===== config.mk =====
export PLATFORM = sky130hd
export DESIGN_NAME = ahbl_lsu_bridge
export DESIGN_NICKNAME = d
export VERILOG_FILES = /design/src/rtl/ahbl_lsu_bridge.sv
export SDC_FILE = /design/constraint.sdc
export NUM_CORES = 1
export LEC_CHECK = 0
export ABC_AREA = 1
export CAP_MARGIN = 20
export CORE_ASPECT_RATIO = 0.9
export CORE_MARGIN = 3
export CORE_UTILIZATION = 29
export DETAILED_ROUTE_END_ITERATION = 12
export GPL_ROUTABILITY_DRIVEN = 1
export HOLD_SLACK_MARGIN = 0.12
export PLACE_DENSITY_LB_ADDON = 0.25
export RECOVER_POWER = 25
export SLEW_MARGIN = 40
export SYNTH_ARGS = -nofsm -noshare
export SYNTH_HDL_FRONTEND = slang
export SYNTH_SLANG_ARGS = --single-unit

===== constraint.sdc =====
create_clock -name clk_cpu -period 1.77 [get_ports clk_cpu]
set_input_delay 0.4425 -clock clk_cpu [delete_from_list [all_inputs] [get_ports clk_cpu]]
set_output_delay 0.4425 -clock clk_cpu [all_outputs]
set_load 0.01 [all_outputs]

===== src/rtl/ahbl_lsu_bridge.sv =====
// Ibex-style req/gnt/rvalid port to a single AHB-Lite master.
// One beat in address phase and one in data phase at most.
module ahbl_lsu_bridge #(
  parameter int unsigned ADDR_WIDTH = 32,
  parameter int unsigned DATA_WIDTH = 32,
  parameter bit          WRITE_EN   = 1'b1,
  parameter logic [3:0]  HPROT      = 4'b0011
) (
  input  logic                  clk_cpu,
  input  logic                  rstn_cpu,
  input  logic                  req_i,
  output logic                  gnt_o,
  output logic                  rvalid_o,
  output logic                  err_o,
  input  logic                  we_i,
  input  logic [3:0]            be_i,
  input  logic [ADDR_WIDTH-1:0] addr_i,
  input  logic [DATA_WIDTH-1:0] wdata_i,
  output logic [DATA_WIDTH-1:0] rdata_o,
  output logic [ADDR_WIDTH-1:0] haddr_o,
  output logic [1:0]            htrans_o,
  output logic                  hwrite_o,
  output logic [2:0]            hsize_o,
  output logic [2:0]            hburst_o,
  output logic                  hmastlock_o,
  output logic [3:0]            hprot_o,
  output logic [DATA_WIDTH-1:0] hwdata_o,
  input  logic [DATA_WIDTH-1:0] hrdata_i,
  input  logic                  hready_i,
  input  logic                  hresp_i
);

  localparam logic [1:0] IDLE   = 2'b00;
  localparam logic [1:0] NONSEQ = 2'b10;

  logic                  be_ok;
  logic [2:0]            be_size;
  logic [1:0]            be_off;
  logic                  dp_valid;
  logic                  dp_we;
  logic [DATA_WIDTH-1:0] dp_wdata;
  logic                  lerr_pend;
  logic                  err1;
  logic                  issue;
  logic                  wr_req;
  logic                  dp_done;
  logic                  unused_addr;

  assign unused_addr = ^addr_i[1:0];

  always_comb begin
    be_ok   = 1'b1;
    be_size = 3'b000;
    be_off  = 2'b00;
    unique case (be_i)
      4'b0001: be_off = 2'b00;
      4'b0010: be_off = 2'b01;
      4'b0100: be_off = 2'b10;
      4'b1000: be_off = 2'b11;
      4'b0011: be_size = 3'b001;
      4'b1100: begin
        be_size = 3'b001;
        be_off  = 2'b10;
      end
      4'b1111: be_size = 3'b010;
      default: be_ok = 1'b0;
    endcase
  end

  assign err1    = hresp_i & ~hready_i;
  assign gnt_o   = req_i & hready_i & ~err1 & ~lerr_pend;
  assign issue   = gnt_o & be_ok;
  assign wr_req  = WRITE_EN & we_i;
  assign dp_done = dp_valid & hready_i;

  assign htrans_o = issue ? NONSEQ : IDLE;
  assign haddr_o  = issue ? {addr_i[ADDR_WIDTH-1:2], be_off} : '0;
  assign hsize_o  = issue ? be_size : 3'b000;
  assign hwrite_o = issue & wr_req;

  assign hburst_o    = 3'b000;
  assign hmastlock_o = 1'b0;
  assign hprot_o     = HPROT;
  assign hwdata_o    = dp_wdata;

  // Illegal byte enables answer from lerr_pend, never from the bus.
  assign rvalid_o = lerr_pend | dp_done;
  assign err_o    = lerr_pend | (dp_done & hresp_i);
  assign rdata_o  = (dp_done & ~hresp_i & ~dp_we) ? hrdata_i : '0;

  always_ff @(posedge clk_cpu or negedge rstn_cpu) begin
    if (!rstn_cpu) begin
      dp_valid  <= 1'b0;
      dp_we     <= 1'b0;
      dp_wdata  <= '0;
      lerr_pend <= 1'b0;
    end else begin
      lerr_pend <= gnt_o & ~be_ok;
      if (gnt_o) begin
        dp_valid <= be_ok;
        dp_we    <= wr_req;
      end else if (hready_i) begin
        dp_valid <= 1'b0;
      end
      if (gnt_o & wr_req) begin
        dp_wdata <= wdata_i;
      end
    end
  end

endmodule

Word-level counts from Yosys, hierarchy flattened
Index checks and enable logic that the tools add are counted.

Equality and inequality tests: 7. Mux-type cells: 9. Bitwise operators: 20. Reduce and logical (&&, ||, !) cells: 4.

Operators by type and width (number): 2-to-1 mux 32 bit (2); bitwise AND 1 bit (12); == test 4 bit (second input constant) (3); == test 4 x 2 -> 1 bit (second input constant) (2); OR reduction 7 bit (1); NOT 1 bit (6); case mux 2 bit (3 select lines) (1); == test 4 x 1 -> 1 bit (second input constant) (1); == test 4 x 3 -> 1 bit (second input constant) (1); case mux 2 bit (2 select lines) (1); OR reduction 2 bit (2); 2-to-1 mux 1 bit (3); 2-to-1 mux 3 bit (1); 2-to-1 mux 2 bit (1); OR 1 bit (2); nonzero test 2 bit (1).

Flip-flop bits (word level): 35. Input bits: 106. Output and inout bits: 113. Word-level logic and storage cells: 44.

Logic depth before layout (Yosys ltp)
Depth after elaboration: 7. Mapped depth: 8. Mapped depth without buffers: 7.

Worst setup path after synthesis
OpenSTA, ideal clock, no wires.

Path kind: input to output. Start point: input port be_i[2]. End point: output port htrans_o[1]. Data arrival time: 1.129 ns. Required time: 1.327 ns. Setup slack: 0.199 ns. Cell stages on the path: 8. Path buffers: 2. Path through: inv_1 -> nand2_1 -> nand2_1 -> nand3_2 -> nand2_4 -> buf_6 -> inv_1 -> buf_4.

Longest elaborated chain between the ends: 5. Elaborated cells on any way between the ends: 11. Classes of those cells: eq/ne (7); mux (2); bitwise (1); reduce/logical (1).

Ends and longest elaborated chain: start: declaration (line 16) `input logic [3:0] be_i,`; == test 4 bit, or another cell as far along (line 55) `unique case (be_i)`; OR reduction 7 bit (no line) (*); 2-to-1 mux 1 bit (*) (line 55); bitwise AND 1 bit (*) (line 72) `assign issue = gnt_o & be_ok;`; net issue (line 44) `logic issue;`; 2-to-1 mux 2 bit (*) (line 76) `assign htrans_o = issue ? NONSEQ : IDLE;`; end: declaration (line 21) `output logic [1:0] htrans_o,`.

Mark *: on every way through the listed nets, which the timed path passes. The rest lies on a longest branch.

Final worst setup path
Start point: input port be_i[3]. End point: output port haddr_o[9].

Longest elaborated chain between the ends: 5. Elaborated cells on any way between the ends: 11. Classes of those cells: eq/ne (7); mux (2); bitwise (1); reduce/logical (1).

Ends and longest elaborated chain: == test 4 bit, or another cell as far along (line 55); OR reduction 7 bit (no line) (*); 2-to-1 mux 1 bit (*) (line 55); bitwise AND 1 bit (*) (line 72); 2-to-1 mux 32 bit (*) (line 77) `assign haddr_o = issue ? {addr_i[ADDR_WIDTH-1:2], be_off} : '0;`; end: declaration (line 20) `output logic [ADDR_WIDTH-1:0] haddr_o,`.

Every way passes the cells marked *; elsewhere a longest branch is shown, timed or not.

==> flow_metrics.tcl <==
set metrics [dict create \
    yosysUniqueCellTypes 15 \
    fin_crit_sh_pct 105.4 \
    max_freq_mhz 536.1 \
    crit_family "simple AND/OR/NAND/NOR gates" \
    drv_slew 0 \
    drt_iter0_markers 80 \
    min_to "hwdata_o[19]" \
    ys.flop_type "dfrtp_1" \
    fin_ws_ns -0.09517 \
    grt_max_degree 34 \
    fill_cells 446 \
    hold_path_depth 2 \
    route.detailed.drc 0 \
    placed_cells 619 \
    max_cap_violations 0 \
    antenna-diode-count 0 \
    reg2reg_from "lerr_pend" \
    internal_power_w 0.001895 \
    cts_buffers 5 \
    core_sq_um 6797 \
    synth_edf_count 0 \
    rsz0062_at_grt "yes" \
    r2r_setup_slack_ns 0.24 \
    synthTopCellsByArea "dfrtp_1, nand2_1, inv_1" \
    crit_chain "buf_6 -> nor2_2 -> nand2_2 -> nand3_4 -> buf_12 -> nand2_8 -> nor2_1 -> buf_2" \
    clock_latency_ns 0.28 \
    tightest_slew_ns 0.9764 \
    setup_violations 62 \
    rows 28 \
    endpoint_kind "primary output" \
    syn_area_sq_um 2098 \
    p_sw_w 0.0008617 \
    fin_skew_ns 0.007907 \
    hold_class "register to register" \
    ctsLongestPathBuffers 2 \
    syn_to_final_growth_pct 141.7 \
    synthCells 325 \
    antenna_found_initial 0 \
    grt_usage_pct 22.22 \
    grt_first_pass_wirelength_microns 14180 \
    ir_drop_v 0.0005887 \
    placed_area_sq_um 4244 \
    ys_seq_area_share_pct 41.74 \
    routed_wirelength_microns 10490 \
    root_buffer "clkbuf_8" \
    fin_area_sq_um 5071 \
    antenna_left 0 \
    layout-drive-gt1-share_pct 35.75 \
    port-buffer-count 206 \
    die-area_sq_um 8293 \
    max_slew_margin_pct 34.90 \
    grt_pass1_vias 2728 \
    min_from "hwdata_o[19]" \
    dr_total_vias 2850 \
    switching_share_pct 31.25 \
    outcome "complete, but fails checks" \
    final_nets 670 \
    hold_viol_final 0 \
    yosys_warnings 0 \
    chipHeight_microns 86.70 \
    wl_per_cell_microns 16.01 \
    start_kind "input port" \
    post-dp-hpwl_microns 6909 \
    yosys.area.top_type_share_pct 41.74 \
    ys_ff_latch 35 \
    gp_congestion 0.8426 \
    viasPerCell 4.351 \
    p_per_area_nw_per_um2 543.7 \
    reg2regPathDepth 8 \
    synth_area_leader_cell "dfrtp_1" \
    violations "negative setup slack" \
    ctsHtreeMaxLevel 2 \
    worst_path_max_delay_cell "buf_12" \
    r2r_end "dp_we" \
    cts_tree "built" \
    cp_max_fo 9 \
    crit_arrival_ns 1.42 \
    first_pass_iters 4 \
    timing.final.crit_period_ns 1.865 \
    path_clk_slew_ns 0.07 \
    yosys.cell_count.top_type "nand2_1" \
    synth.avg_cell_area_sq_um 6.456 \
    path_buf_inv 3 \
    fin_util_pct 74.61 \
    pwr-share-comb_pct 43.2 \
    cts.sinks 35 \
    p_seq_share_pct 36.9 \
    finalNonFillerCells 655 \
    leakagePower_nw 2.603 \
    crit_required_ns 1.33 \
    synthTopCellsByCount "nand2_1, inv_1, nor2_1, dfrtp_1, buf_4" \
    async_flop_share_pct 100.0 \
    initial_core_util_pct 30.87 \
    fp.dieW_microns 95.66 \
    crit_type "input port to primary output" \
    max_stage_delay_ns 0.16 \
    pin_count 219 \
    p_clk_share_pct 19.9 \
    final.setup.tns_ns -3.223 \
    grt_overflow 0 \
]
## state kept, by name, indices dropped and copies added (netlist names)
signal,count
dp_valid,1
dp_we,1
hwdata_o,32
lerr_pend,1
## layer usage
layer  wire length (microns)  GRT usage [%]
met2                    5562          41.67
met1                    3603          23.35
met4                     491          7.494
met5                       0              0
met3                     827          6.597
## timing repair
| action | in CTS | in global routing |
|---|---|---|
| buffers inserted | 15 | 5 |
| resized for setup | 348 | 162 |
| cloned | 6 | 2 |
| hold endpoints to repair | 17 | 0 |
| endpoints found under the setup margin | 71 | 70 |
| hold buffers | 1 | 0 |
| pin swaps | 10 | 12 |
## cell families (layout without fill, tap and decap cells)
family                 count (synthesis)  in the layout  share of synthesized area, %
DFF                                   35             35                         41.74
other                                  2             10                        0.3579
buffers and inverters                 99            326                         22.36
AOI/OAI and AO/OA                      3              3                        0.7154
and+or+nand+nor                      186            191                         34.82
## layout make-up
| class | count | area [sq um] | area share, % |
|---|---|---|---|
| clock buffers | 7 | 76.32 | 1.505 |
| clock inverters | 1 | 5.005 | 0.09869 |
| well taps | 90 | 112.6 | 2.221 |
| multi-input cells | 204 | 1272 | 25.09 |
| inverters | 76 | 307.8 | 6.070 |
| repair buffers | 242 | 2421 | 47.74 |
| flip-flops and latches | 35 | 875.8 | 17.27 |
## per-stage QoR
step                      hold WS [ns]  total power, W  setup WS, ns
after floorplan                 0.1469        0.001357        0.1985
after global placement          0.4125        0.001993       -0.8339
after detailed placement        0.4190        0.002011       -0.9219
after CTS                       0.4829        0.002644       -0.1379
after global routing            0.5090        0.002916       -0.1841
final                           0.4791        0.002757      -0.09517
## worst max-delay path by stage
stage                       start           to  slack [ns]  cells past startpoint
after floorplan           be_i[2]  htrans_o[1]        0.20                      8
after global placement    be_i[0]  haddr_o[21]       -0.83                      8
after detailed placement  be_i[0]  haddr_o[17]       -0.92                      8
after CTS                   dp_we   rdata_o[9]       -0.14                      7
after global routing        dp_we  rdata_o[19]       -0.18                      6
final                     be_i[3]   haddr_o[9]        -0.1                      8
## cell usage in the layout (no fill, tap or decap), drive strengths merged, types with 2 or more instances in the layout
cell type	synthesis	routed
dfrtp	35	35
inv	75	74
buf	20	108
nor2	69	69
nand3	2	2
nand2	113	118
o21ai	3	3
clkinv	1	3
clkdlybuf4s50	0	127
nand4	2	2
conb	2	10
clkbuf	3	9
clkdlybuf4s15	0	3
## power by group through the flow
stage	clock network, W	registers [W]	logic, W
floorplan	0	0.00109	0.000264
global placement	0	0.00103	0.000965
detailed placement	0	0.00103	0.000986
CTS	0.000567	0.00102	0.00106
global route	0.000606	0.00104	0.00128
finish	0.000548	0.00102	0.00119
## worst reg2reg max path: stages, from the launching register on
cell	delay, ns
dfrtp_1	0.34
inv_2	0.05
nand3_4	0.12
clkinv_8	0.12
buf_6	0.14
nand2_4	0.06
buf_4	0.10
buf_4	0.31
o21ai_0	0.14
Note: power is estimated with default switching activity, not from simulation.
